[src/rtl/motors_step_driver_if.sv]
// Trigger/ready/done handshake between the linear-op handler (master) and the
// step driver (slave), including the per-step axis enables and directions.
interface motors_step_driver_if;
   logic trigger;
   logic step_x_en;
   logic dir_x;
   logic step_y_en;
   logic dir_y;
   logic rdy;
   logic done;

   modport master (
      output trigger, step_x_en, dir_x, step_y_en, dir_y,
      input  rdy, done
   );

   modport slave (
      input  trigger, step_x_en, dir_x, step_y_en, dir_y,
      output rdy, done
   );
endinterface

[src/rtl/motors_step_driver.sv]
// Single-step STEP/DIR generator for the X/Y steppers: direction setup, step
// pulse and hold, all timed in clk_en ticks, with glitch-free registered pins.
module motors_step_driver #(
   parameter int unsigned DIR_SETUP_TICKS = 2,
   parameter int unsigned PULSE_TICKS     = 10,
   parameter int unsigned HOLD_TICKS      = 10
) (
   input  logic                 clk,
   input  logic                 reset,
   input  logic                 clk_en,
   motors_step_driver_if.slave  bus,
   output logic                 motor_x_step,
   output logic                 motor_x_dir,
   output logic                 motor_y_step,
   output logic                 motor_y_dir
);

   localparam int unsigned SETUP_N = (DIR_SETUP_TICKS == 0) ? 1 : DIR_SETUP_TICKS;
   localparam int unsigned PULSE_N = (PULSE_TICKS == 0) ? 1 : PULSE_TICKS;
   localparam int unsigned HOLD_N  = (HOLD_TICKS == 0) ? 1 : HOLD_TICKS;
   localparam int unsigned MAX_SP  = (SETUP_N > PULSE_N) ? SETUP_N : PULSE_N;
   localparam int unsigned MAX_N   = (MAX_SP > HOLD_N) ? MAX_SP : HOLD_N;
   localparam int unsigned CNT_W   = $clog2(MAX_N + 1);

   typedef enum logic [2:0] {
      ST_IDLE,
      ST_SETUP,
      ST_PULSE,
      ST_HOLD,
      ST_DONE
   } state_e;

   state_e             state_q, state_d;
   logic [CNT_W-1:0]   cnt_q, cnt_d;
   logic               en_x_q, en_x_d;
   logic               en_y_q, en_y_d;
   logic               dir_x_q, dir_x_d;
   logic               dir_y_q, dir_y_d;
   logic               step_x_q, step_x_d;
   logic               step_y_q, step_y_d;
   logic               rdy_q, rdy_d;
   logic               done_q, done_d;

   always_comb begin
      // NOTE: every _d defaults to its _q first, so no branch can leave a latch behind.
      state_d  = state_q;
      cnt_d    = cnt_q;
      en_x_d   = en_x_q;
      en_y_d   = en_y_q;
      dir_x_d  = dir_x_q;
      dir_y_d  = dir_y_q;
      step_x_d = step_x_q;
      step_y_d = step_y_q;
      rdy_d    = rdy_q;
      done_d   = done_q;

      if (clk_en) begin
         unique case (state_q)
            ST_IDLE: begin
               if (bus.trigger) begin
                  state_d = ST_SETUP;
                  en_x_d  = bus.step_x_en;
                  en_y_d  = bus.step_y_en;
                  dir_x_d = bus.dir_x;
                  dir_y_d = bus.dir_y;
               end
            end
            ST_SETUP: begin
               if (cnt_q == CNT_W'(SETUP_N - 1))
                  state_d = (en_x_q || en_y_q) ? ST_PULSE : ST_HOLD;
            end
            ST_PULSE: begin
               if (cnt_q == CNT_W'(PULSE_N - 1)) state_d = ST_HOLD;
            end
            ST_HOLD: begin
               if (cnt_q == CNT_W'(HOLD_N - 1)) state_d = ST_DONE;
            end
            ST_DONE: state_d = ST_IDLE;
            default: state_d = ST_IDLE;
         endcase

         // Timed states exit at N-1, so the counter saturates below MAX_N and never wraps.
         if (state_d != state_q)
            cnt_d = '0;
         else if (state_q inside {ST_SETUP, ST_PULSE, ST_HOLD})
            cnt_d = cnt_q + 1'b1;

         // Pins follow the next state so they are registered and glitch-free.
         step_x_d = (state_d == ST_PULSE) && en_x_q;
         step_y_d = (state_d == ST_PULSE) && en_y_q;
         rdy_d    = (state_d == ST_IDLE);
         done_d   = (state_d == ST_IDLE) || (state_d == ST_DONE);
      end
   end

   always_ff @(posedge clk or negedge reset) begin
      if (!reset) begin
         state_q  <= ST_IDLE;
         cnt_q    <= '0;
         en_x_q   <= 1'b0;
         en_y_q   <= 1'b0;
         dir_x_q  <= 1'b0;
         dir_y_q  <= 1'b0;
         step_x_q <= 1'b0;
         step_y_q <= 1'b0;
         rdy_q    <= 1'b1;
         done_q   <= 1'b1;
      end else begin
         // NOTE: non-blocking assignments so every flop samples pre-edge values together.
         state_q  <= state_d;
         cnt_q    <= cnt_d;
         en_x_q   <= en_x_d;
         en_y_q   <= en_y_d;
         dir_x_q  <= dir_x_d;
         dir_y_q  <= dir_y_d;
         step_x_q <= step_x_d;
         step_y_q <= step_y_d;
         rdy_q    <= rdy_d;
         done_q   <= done_d;
      end
   end

   assign motor_x_step = step_x_q;
   assign motor_x_dir  = dir_x_q;
   assign motor_y_step = step_y_q;
   assign motor_y_dir  = dir_y_q;
   assign bus.rdy      = rdy_q;
   assign bus.done     = done_q;

endmodule

[src/flat_wrapper.sv]
// flat-port wrapper written by rule: the top's interface ports become plain ports
module motors_step_driver_flat 
#(
   parameter int unsigned DIR_SETUP_TICKS = 2,
   parameter int unsigned PULSE_TICKS     = 10,
   parameter int unsigned HOLD_TICKS      = 10
)
  (clk, reset, clk_en, motor_x_step, motor_x_dir, motor_y_step, motor_y_dir, bus_trigger, bus_step_x_en, bus_dir_x, bus_step_y_en, bus_dir_y, bus_rdy, bus_done);
  motors_step_driver_if bus_i ();
  input  logic clk;
  input  logic reset;
  input  logic clk_en;
  output logic motor_x_step;
  output logic motor_x_dir;
  output logic motor_y_step;
  output logic motor_y_dir;
  input wire logic [$bits(bus_i.trigger)-1:0] bus_trigger;
  input wire logic [$bits(bus_i.step_x_en)-1:0] bus_step_x_en;
  input wire logic [$bits(bus_i.dir_x)-1:0] bus_dir_x;
  input wire logic [$bits(bus_i.step_y_en)-1:0] bus_step_y_en;
  input wire logic [$bits(bus_i.dir_y)-1:0] bus_dir_y;
  output wire logic [$bits(bus_i.rdy)-1:0] bus_rdy;
  output wire logic [$bits(bus_i.done)-1:0] bus_done;
  assign bus_i.trigger = bus_trigger;
  assign bus_i.step_x_en = bus_step_x_en;
  assign bus_i.dir_x = bus_dir_x;
  assign bus_i.step_y_en = bus_step_y_en;
  assign bus_i.dir_y = bus_dir_y;
  assign bus_rdy = bus_i.rdy;
  assign bus_done = bus_i.done;
  motors_step_driver #(.DIR_SETUP_TICKS(DIR_SETUP_TICKS), .PULSE_TICKS(PULSE_TICKS), .HOLD_TICKS(HOLD_TICKS)) u_core (.clk(clk), .reset(reset), .clk_en(clk_en), .bus(bus_i), .motor_x_step(motor_x_step), .motor_x_dir(motor_x_dir), .motor_y_step(motor_y_step), .motor_y_dir(motor_y_dir));
endmodule
[config.mk]
export PLATFORM = sky130hd
export DESIGN_NAME = motors_step_driver_flat
export DESIGN_NICKNAME = d
export VERILOG_FILES = /design/src/rtl/motors_step_driver_if.sv /design/src/rtl/motors_step_driver.sv /design/src/flat_wrapper.sv
export SDC_FILE = /design/constraint.sdc
export NUM_CORES = 1
export LEC_CHECK = 0
export BUFFER_PORTS_ARGS = -buffer_cell sky130_fd_sc_hd__buf_2
export CORE_UTILIZATION = 48
export DETAILED_ROUTE_END_ITERATION = 12
export HOLD_SLACK_MARGIN = 0.03
export PLACE_DENSITY = 0.72
export SYNTH_ARGS = -nofsm -noshare
export SYNTH_HDL_FRONTEND = slang
export SYNTH_SLANG_ARGS = --single-unit
export TNS_END_PERCENT = 10
[constraint.sdc]
create_clock -name clk -period 1.36 [get_ports clk]
set_input_delay 0.068 -clock clk [delete_from_list [all_inputs] [get_ports clk]]
set_output_delay 0.068 -clock clk [all_outputs]
set_load 0.05 [all_outputs]
# Word-level counts from Yosys, hierarchy flattened
# Cells that the tools add are included.
dict set report word_totals {
  register_bits 15
  inputBits 8
  output_inout_bits 6
  elab_cells 38
}
dict set report op_classes {
  mux 9
  eq_ne 8
  addsub 1
  reduce_logical 10
}
# cell n
set ops {}
lappend ops {{$mux W3} 5}
lappend ops {{$pmux W3 S4} 1}
lappend ops {{$eq A3 B2 Y1 const B} 3}
lappend ops {{$mux W4} 2}
lappend ops {{$logic_not A3 Y1} 2}
lappend ops {{$add A4 B1 Y4 const B} 1}
lappend ops {{$eq A4 B1 Y1 const B} 1}
lappend ops {{$eq A4 B4 Y1 const B} 1}
lappend ops {{$eq A3 B1 Y1 const B} 1}
lappend ops {{$eq A3 B3 Y1 const B} 1}
lappend ops {{$ne A3 B3 Y1} 1}
lappend ops {{$reduce_and A3 Y1} 1}
lappend ops {{$reduce_bool A3 Y1} 1}
lappend ops {{$logic_and A1 B1 Y1} 2}
lappend ops {{$logic_or A1 B1 Y1} 2}
lappend ops {{$reduce_and A2 Y1} 1}
lappend ops {{$reduce_bool A2 Y1} 1}
lappend ops {{$mux W1} 1}

# Depth between registers and ports, before layout
# Gate-level depths: netlist (run 1).
dict set report logic_depth {
  ltp_word 8
  mapped_depth 5
  mapped_depth_nobuf 5
}

# Worst setup path before layout (run 1)
# Ideal clock, no wire load.
dict set report synth_timing {
  path_type {register to register}
  start {reg u_core.cnt_q[1]}
  end {reg u_core.step_x_q, in the netlist u_core.motor_x_step}
  path_stages_with_launch 6
  setup_ns 0.101
  setup_slack_ns -0.069
  arrival_time_ns 1.328
  synth_period_minus_slack_ns 1.429
  t_required_ns 1.259
  n_path_buf 0
  cell_sequence {dfrtp_1 inv_1 ha_1 nor4bb_4 a211oi_1 o32ai_1}
}
dict set report synth_between {
  elab_chain_len 6
  elab_cells_between_ends 9
  classes_between {3 x eq/ne; 5 x mux; 1 x reduce/logical}
}
# element line
set synth_lines {}
lappend synth_lines {{start: declaration} motors_step_driver.sv:34} ;# logic [CNT_W-1:0] cnt_q, cnt_d;
lappend synth_lines {{start signal: assignment} motors_step_driver.sv:111} ;# cnt_q <= cnt_d;
lappend synth_lines {{$eq A4 B4 Y1 / $eq A4 B1 Y1 (equally long branches)} {motors_step_driver.sv:73, motors_step_driver.sv:76, motors_step_driver.sv:69}}
lappend synth_lines {{$mux W3, on equally long branches} {motors_step_driver.sv:76, motors_step_driver.sv:69, motors_step_driver.sv:73}}
lappend synth_lines {{$pmux W3 S4 *} motors_step_driver.sv:58} ;# unique case (state_q)
lappend synth_lines {{$mux W3 *} motors_step_driver.sv:57} ;# if (clk_en) begin
lappend synth_lines {{$eq A3 B2 Y1 *} motors_step_driver.sv:89} ;# step_x_d = (state_d == ST_PULSE) && en_x_q;
lappend synth_lines {{$logic_and A1 B1 Y1 *} motors_step_driver.sv:89}
lappend synth_lines {{end signal: assignment} motors_step_driver.sv:116} ;# step_x_q <= step_x_d;
lappend synth_lines {{end: declaration} motors_step_driver.sv:39} ;# logic step_x_q, step_x_d;
# Every way passes the cells marked *; elsewhere a longest branch is shown, timed or not. The select of a mux whose other input is x is not followed.
# A chain may end at the register's enable or synchronous reset.

# Worst setup path after layout (run 1)
dict set report layout_timing {
  start {reg u_core.cnt_q[0]}
  end {reg u_core.done_q, in the netlist u_core.bus.done}
}
dict set report layout_between {
  elab_chain_len 6
  elab_cells_between_ends 10
  classes_between {3 x eq/ne; 5 x mux; 2 x reduce/logical}
}
# element line
set layout_lines {}
lappend layout_lines {{$eq A4 B4 Y1 / $eq A4 B1 Y1 (equally long branches)} {motors_step_driver.sv:73, motors_step_driver.sv:76, motors_step_driver.sv:69}}
lappend layout_lines {{$mux W3, on equally long branches} {motors_step_driver.sv:76, motors_step_driver.sv:69, motors_step_driver.sv:73}}
lappend layout_lines {{$pmux W3 S4 *} motors_step_driver.sv:58}
lappend layout_lines {{$mux W3 *} motors_step_driver.sv:57}
lappend layout_lines {{$eq A3 B3 Y1 / $logic_not A3 Y1 (equally long branches)} motors_step_driver.sv:92} ;# done_d = (state_d == ST_IDLE) || (state_d == ST_DONE);
lappend layout_lines {{$logic_or A1 B1 Y1 *} motors_step_driver.sv:92}
lappend layout_lines {{end signal: assignment} motors_step_driver.sv:119} ;# done_q <= done_d;
lappend layout_lines {{end: declaration} motors_step_driver.sv:42} ;# logic done_q, done_d;
# Marked as above.

==> run metrics, run 1 <==
Wirelength per Cell=14.3 um; Clock Skews=0.00395 ns; Setup CP Type=flip-flop to flip-flop; CTS tree=done; Yosys reg bits=15; Lkg Pwr=0.493 nW; initial DRC count=20; Die Width=44.7 um; Area growth, synth to finish=29.7%; largest area contributor in the netlist=dfrtp_1; placed cell area=1010 um^2; wire length of the first global-routing pass=3170 um; Clk Latency, worst-skew pair=0.29 ns; vias in the first global route=700; I/O pin count=14; Synth top area share=37.1%; Final #Nets=120; post-placement setup slack=-0.0896 ns; pins over their slew limit=0; CORE AREA=1730 um^2; DRC=2; post-CTS setup buffers=0; total wire length=1910 um; top_reg_cell synth=dfrtp_1; CP max stage delay=0.48 ns; crit path DAT=1.66 ns; Max-cap violations=0; Hold Fails Final Rpt=0; Mapped Cells=81; failing checks=DRC, setup timing; slowest CP cell=a2111o_1; initial antenna violation count=0; highest-count cells in the layout ignoring fill and taps=buf_2 (13), dfrtp_1 (13), buf_4 (10), nand2_1 (8), inv_1 (6); HP Class=primary input to flip-flop; hold_ws=0.138 ns; die area=2000 um^2; Final Total Pwr=2.44 mW; Detail Placement HPWL=1350 um; Max rail drop VDD=1.30 mV; post-synthesis sequential area ratio=43.1%; Die Y=44.7 um; Syn Area/Cell=10.8 um^2; ant diodes=0; final setup violation count=6; total global-route track usage=21.9%; register area=378 um^2; GRT overflow=0; layout cell share with drive strength beyond 1=42.2%; number of synthesized flops with an enable pin=0; drt first pass iters=8; outcome=finished, violations left; async set-reset flop share out of synthesis=100%; routed vias=723; Period Utilization, post-route=106%; Post-Syn Area=876 um^2; clock sinks=15; Multi-input gate area=484 um^2; dpl cells=125; Via density=5.40; TritonCTS Buffers=3; H-tree lvl count=1; CP Cell Sequence=ha_4 > nor4bb_4 > a2111o_1 > o221a_2; Power Density=2150 nW/um^2; Root Buffer Master=clkbuf_4; Crit Path Max Fanout=5; Setup crit start kind=flip-flop; # fillers=155; measured slew at the worst slew-check pin=0.329 ns; fin cells=134; FP Rows=15; Tmin final=1.44 ns; WP buf/inv=0; Largest delay share family, worst path=compound AO/OA/AOI/OAI gates; port bufs=13; Worst setup EP type=flip-flop; Ys Warns=0; final setup margin=-0.0767 ns; Initial Utilization=50.7%; Reg clk slew, reported paths=0.09 ns; required time of the critical path=1.59 ns; final instance area=1140 um^2; largest net degree at the start of global routing=16; Area contributors post-synth=dfrtp_1 (37%), dfstp_2 (6.0%), mux2_2 (5.1%), nand2_1 (3.4%), inv_1 (3.0%); Cell variety after synth=41; fmax=696 MHz; Rel. slew slack=78.0%; CTS Buffer Depth=2; GP Congestion=0.801; post-route ant nets=0; RSZ-0062 raised after global routing=yes; Syn Nets=91
-- layout make-up --
cell class              instances  share of cell area, %
multi-input cells              55                   42.6
flip-flops and latches         15                   33.3
repair buffers                 28                   16.7
well taps                      25                   2.75
clock buffers                   4                   2.31
inverters                       7                   2.31
-- report_power, final --
group | internal (mW) | switching [mW]
Clock | 0.114 | 0.146
Combinational | 0.595 | 0.777
Sequential | 0.647 | 0.163
Total | 1.36 | 1.08
-- logic make-up (layout without fill, tap and decap cells) --
group / count (synthesis) / count (layout) / share of synthesized area (%)
XOR/XNOR: 1 / 1 / 1.00
AND/OR/NAND/NOR: 28 / 28 / 21.9
adder cells (fa/ha/maj): 2 / 2 / 2.86
flip-flops: 15 / 15 / 43.1
multiplexers: 4 / 4 / 5.14
AO/OA/AOI/OAI: 20 / 20 / 19.0
buffers and inverters: 11 / 39 / 7.00
-- synth_stat cells (all sizes together), types with 2 or more instances --
cell type and count:
o32ai 2, and2b 2, buf 4, nand2 8, o21ai 4, nor2 2, or2 2, dfrtp 13
mux2 4, nand4 2, inv 7, ha 2, nor3b 2, dfstp 2, nand2b 3
-- metrics by stage --
stage | TNS (ns) | utilization (%)
6_report | -0.254 | 65.8
5_1_grt | -0.868 | 65.8
4_1_cts | -0.137 | 64.1
3_5_place_dp | -0.436 | 58.6
3_3_place_gp | -0.176 | 58.6
2_1_floorplan | -0.101 | -
-- worst paths after layout --
path	start	slack, ns	endpoint	cells past startpoint
max	u_core.cnt_q[0]$_DFFE_PN0P_	-0.08	u_core.bus.done$_DFFE_PN1P_	4
min	clk_en	0.14	u_core.motor_y_step$_DFFE_PN0P_	2
max reg2reg	u_core.cnt_q[0]$_DFFE_PN0P_	-0.08	u_core.bus.done$_DFFE_PN1P_	4
min reg2reg	u_core.motor_x_dir$_DFFE_PN0P_	0.51	u_core.motor_x_dir$_DFFE_PN0P_	1
max in group asynchronous	reset	0.87	u_core.bus.rdy$_DFFE_PN1P_	2
min in group asynchronous	reset	0.20	u_core.cnt_q[2]$_DFFE_PN0P_	2
-- sequential cells by signal (all words and copies together) (netlist names) --
register,flops
u_core.motor_x_dir,1
u_core.en_x_q,1
u_core.cnt_q,4
u_core.en_y_q,1
u_core.state_q,3
u_core.motor_y_dir,1
u_core.motor_y_step,1
u_core.bus.done,1
u_core.motor_x_step,1
u_core.bus.rdy,1
-- worst reg2reg max path, delay by kind of cell, from the launching register on --
kind                     cells  cell delay (ns)
adder cells (fa/ha/maj)      1             0.18
flip-flops                   1             0.41
AO/OA/AOI/OAI                2             0.62
AND/OR/NAND/NOR              1             0.16
-- metal layers --
layer | vias up | track usage [%] | routed length, um
met5 | - | 0 | 0
met4 | 0 | 9.09 | 29
met3 | 4 | 3.60 | 69
met2 | 19 | 35.9 | 973
met1 | 345 | 28.8 | 842
li1 | 355 | - | -
-- repair_timing --
action,CTS,global route
setup endpoints to repair,8,13
hold buffers,5,0
pin swaps,2,5
gates resized for setup,3,6
endpoints found under the hold margin,19,0
Note: power is estimated with default switching activity, not from simulation.
==> inputs of run 2 (changes only) <==
--- a/config.mk
+++ b/config.mk
@@ -10,6 +10,7 @@
 export DETAILED_ROUTE_END_ITERATION = 12
 export HOLD_SLACK_MARGIN = 0.03
 export PLACE_DENSITY = 0.72
+export RECOVER_POWER = 50
 export SYNTH_ARGS = -nofsm -noshare
 export SYNTH_HDL_FRONTEND = slang
 export SYNTH_SLANG_ARGS = --single-unit
==> run metrics, run 2 (same netlist as run 1, synthesis figures left out) <==
GP Congestion=0.801; DRC=2; FP Rows=15; Wirelength per Cell=14.3 um; Via density=5.42; dpl cells=125; H-tree lvl count=1; max reg flops=4; Lkg Pwr=0.491 nW; initial antenna violation count=0; Hold Path Origin=clk_en; final setup margin=-0.0765 ns; Hold Fails Final Rpt=0; post-route ant nets=0; failing checks=DRC, setup timing; CTS tree=done; Reg with most FFs=u_core.cnt_q; R2R Path End=u_core.bus.done$_DFFE_PN1P_; largest net degree at the start of global routing=16; measured slew at the worst slew-check pin=0.791 ns; post-layout util=65.7%; ant diodes=0; drt first pass iters=8; final setup violation count=6; CORE AREA=1730 um^2; Max-cap violations=0; Area growth, synth to finish=29.6%; initial DRC count=20; total global-route track usage=21.9%; Max rail drop VDD=1.30 mV; highest-count cells in the layout ignoring fill and taps=dfrtp_1 (13), buf_2 (12), buf_4 (10), nand2_1 (8), inv_1 (6); post-placement setup slack=-0.0896 ns; outcome=finished, violations left; most common cell after layout, fill and taps aside=dfrtp_1; port bufs=13; Rel. slew slack=47.3%; Setup crit start kind=flip-flop; RSZ-0062 raised after global routing=yes; layout cell share with drive strength beyond 1=41.3%; I/O pin count=14; required time of the critical path=1.59 ns; fmax=696 MHz; FF-to-FF Start=u_core.cnt_q[0]$_DFFE_PN0P_; Period Utilization, post-route=106%; Hold Path Cell Cnt=2; Worst setup EP type=flip-flop; Reg clk slew, reported paths=0.09 ns; hold worst-path end=u_core.motor_y_step$_DFFE_PN0P_; clock sinks=15; routed vias=726; CTS Buffer Depth=2; fin cells=134; Clock Skews=0.00410 ns; Final Total Pwr=2.44 mW; wire length of the first global-routing pass=3170 um; Power Density=2150 nW/um^2; final instance area=1130 um^2; R2R cell count=4; # fillers=155; placed cell area=1010 um^2; vias in the first global route=700; Root Buffer Master=clkbuf_4; crit path DAT=1.66 ns; pins over their slew limit=0; Clk Latency, worst-skew pair=0.29 ns; die area=2000 um^2; Setup CP Type=flip-flop to flip-flop; Detail Placement HPWL=1350 um; TritonCTS Buffers=3; HP Class=primary input to flip-flop; Final #Nets=120; Initial Utilization=50.7%; GRT overflow=0; r2r setup slk=-0.08 ns; Die Width=44.7 um; total wire length=1910 um; Tmin final=1.44 ns; Crit Path Max Fanout=5; top flop regs=u_core.cnt_q (4), u_core.state_q (3); Die Y=44.7 um
[run 2: critical path, cell delays in order (launching register included)]
cell and delay, ns:
dfrtp_1 0.41, ha_4 0.18, nor4bb_4 0.16, a2111o_1 0.48, o221a_2 0.14
[run 2: area by class of cell]
class	count	area (um^2)	share of cell area, %
inverters	7	26.3	2.32
flip-flops and latches	15	378	33.3
well taps	25	31.3	2.76
repair buffers	28	189	16.6
multi-input cells	55	484	42.7
clock buffers	4	26.3	2.32
[run 2: report_power, final]
group	switching [mW]	internal [mW]
Combinational	0.777	0.594
Sequential	0.163	0.647
Clock	0.146	0.114
[run 2: worst max path at each step]
stage / from / endpoint / slack (ns) / cells after the start
4_1_cts: u_core.cnt_q[0]$_DFFE_PN0P_ / u_core.state_q[0]$_DFFE_PN0P_ / -0.05 / 4
2_1_floorplan: u_core.cnt_q[0]$_DFFE_PN0P_ / u_core.bus.rdy$_DFFE_PN1P_ / -0.04 / 4
5_1_grt: u_core.cnt_q[0]$_DFFE_PN0P_ / u_core.bus.done$_DFFE_PN1P_ / -0.12 / 4
3_3_place_gp: u_core.cnt_q[0]$_DFFE_PN0P_ / u_core.state_q[0]$_DFFE_PN0P_ / -0.07 / 4
3_5_place_dp: u_core.cnt_q[0]$_DFFE_PN0P_ / u_core.state_q[0]$_DFFE_PN0P_ / -0.09 / 4
6_report: u_core.cnt_q[0]$_DFFE_PN0P_ / u_core.bus.done$_DFFE_PN1P_ / -0.08 / 4
[run 2: metal layers]
layer	up-vias	global-route usage, %	share of wire (%)
li1	356	-	-
met1	347	28.8	44
met2	19	35.9	51
met3	4	3.60	3.6
met4	0	9.09	1.5
met5	-	0	0
[run 2: repair_timing]
item	4_1_cts	5_1_grt
setup endpoints to repair	8	13
pin swaps	2	5
setup buffers	0	0
gates resized for setup	3	6
hold endpoints to repair	19	0
hold buffers	5	0
[run 2: per-stage QoR]
step / TNS [ns] / hold WS [ns]
after floorplan: -0.101 / -0.228
after global placement: -0.176 / -0.0149
after detailed placement: -0.436 / -0.0142
after CTS: -0.137 / 0.116
after global routing: -0.868 / 0.145
final: -0.254 / 0.138
==> inputs of run 3 (changes only) <==
--- a/config.mk
+++ b/config.mk
@@ -5,7 +5,7 @@
 export SDC_FILE = /design/constraint.sdc
 export NUM_CORES = 1
 export LEC_CHECK = 0
-export BUFFER_PORTS_ARGS = -buffer_cell sky130_fd_sc_hd__buf_2
+export BUFFER_PORTS_ARGS = -buffer_cell sky130_fd_sc_hd__buf_4
 export CORE_UTILIZATION = 48
 export DETAILED_ROUTE_END_ITERATION = 12
 export HOLD_SLACK_MARGIN = 0.03
==> run metrics, run 3 (same netlist as run 1, synthesis figures left out) <==
Max-cap violations=0; layout cell share with drive strength beyond 1=43.8%; Area growth, synth to finish=36.6%; FP Rows=15; clock sinks=15; RSZ-0062 raised after global routing=yes; drt first pass iters=4; Die Width=44.7 um; total wire length=2000 um; wire length of the first global-routing pass=3200 um; most common cell after layout, fill and taps aside=buf_4; Worst setup EP type=flip-flop; final setup margin=-0.0544 ns; post-route setup TNS=-0.315 ns; Max rail drop VDD=1.30 mV; failing checks=setup timing; CTS tree=done; CORE AREA=1730 um^2; fin cells=137; ant diodes=0; post-route ant nets=0; largest net degree at the start of global routing=16; Hold Fails Final Rpt=0; Root Buffer Master=clkbuf_4; final instance area=1200 um^2; max reg flops=4; Power Density=2120 nW/um^2; Reg with most FFs=u_core.cnt_q; Clock power frac=10.2%; CP max stage delay=0.48 ns; switching power=1.11 mW; Initial Utilization=50.7%; fmax=707 MHz; crit path DAT=1.59 ns; Rel. slew slack=47.0%; I/O pin count=14; Switching Share=44.0%; required time of the critical path=1.53 ns; vias in the first global route=708; GRT overflow=0; slowest CP cell=dfrtp_1; CTS Buffer Depth=2; Internal=1.42 mW; Comb pwr share=57.4%; routed vias=765; Via density=5.58; Setup CP Type=flip-flop to flip-flop; Tmin final=1.41 ns; Lkg Pwr=0.520 nW; final setup violation count=8; top flop regs=u_core.cnt_q (4), u_core.state_q (3); initial DRC count=23; Detail Placement HPWL=1400 um; sequential power share=32.3%; Clock Skews=0.00674 ns; HP Class=primary input to flip-flop; dpl cells=127; measured slew at the worst slew-check pin=0.795 ns; Wirelength per Cell=14.6 um; outcome=finished, violations left; crit path from=u_core.state_q[2]$_DFFE_PN0P_; pins over their slew limit=0; placed cell area=1060 um^2; Crit Path Max Fanout=7; TritonCTS Buffers=3; total global-route track usage=22.7%; post-placement setup slack=-0.0394 ns; FF-to-FF Start=u_core.state_q[2]$_DFFE_PN0P_; Setup crit start kind=flip-flop; DRC=0; initial antenna violation count=0; Hold Path Origin=clk_en; Reg clk slew, reported paths=0.09 ns; Final #Nets=123; Clk Latency, worst-skew pair=0.29 ns; Period Utilization, post-route=104%; Die Y=44.7 um; H-tree lvl count=1; highest-count cells in the layout ignoring fill and taps=buf_4 (25), dfrtp_1 (12), nand2_1 (8), inv_1 (6), dlygate4sd3_1 (5); GP Congestion=0.824; port bufs=13; CP Cell Sequence=and2b_1 > nand2_1 > mux2_2; die area=2000 um^2
-- run 3: area by class of cell --
cell class / count / area [um^2]
clock buffer: 4 / 26.3
fill: 141 / 531
inverter: 7 / 26.3
multi-input combinational: 55 / 492
sequential: 15 / 379
tap: 25 / 31.3
timing repair buffer: 31 / 241
-- run 3: power groups by stage --
stage | Sequential [mW] | Combinational (mW) | Clock [mW]
final | 0.819 | 1.46 | 0.259
after global routing | 0.842 | 1.57 | 0.282
after CTS | 0.800 | 1.35 | 0.262
after detailed placement | 0.809 | 1.31 | 0
after global placement | 0.807 | 1.29 | 0
after floorplan | 1.05 | 0.669 | 0
-- run 3: final timing paths --
kind / end / slack [ns] / cells past startpoint
worst max register to register: u_core.en_x_q$_DFFE_PN0P_ / -0.05 / 3
worst max-delay path: u_core.en_x_q$_DFFE_PN0P_ / -0.05 / 3
worst min register to register: u_core.motor_y_dir$_DFFE_PN0P_ / 0.52 / 1
min in group asynchronous: u_core.cnt_q[2]$_DFFE_PN0P_ / 0.37 / 2
max in group asynchronous: u_core.state_q[0]$_DFFE_PN0P_ / 0.45 / 2
worst min-delay path: u_core.state_q[2]$_DFFE_PN0P_ / 0.08 / 2
-- run 3: per-stage QoR --
step | total power, mW | hold slack (ns) | utilization, %
after floorplan | 1.72 | -0.228 | -
after global placement | 2.10 | -0.0688 | 61.4
after detailed placement | 2.12 | -0.0672 | 61.4
after CTS | 2.42 | 0.0747 | 66.9
after global routing | 2.70 | 0.0945 | 69.3
final | 2.53 | 0.0800 | 69.3
-- run 3: worst max-delay path, delay by kind of cell, from the launching register on --
family        cells  cell delay [ns]
mux               1             0.35
simple gates      2             0.47
flops             1             0.48
-- run 3: timing repair --
item / in CTS / in global routing
pin swaps: 1 / 2
setup endpoints to repair: 9 / 14
buffers inserted: 0 / 1
hold buffers: 5 / 0
resized for setup: 3 / 7
endpoints found under the hold margin: 19 / 0
-- run 3: per-layer routing --
metal	up-vias	wire, um	GRT usage, %
met5	-	0	0
met4	0	30	10.3
met3	6	76	4.80
met2	20	1000	36.8
met1	377	886	29.2
li1	362	-	-
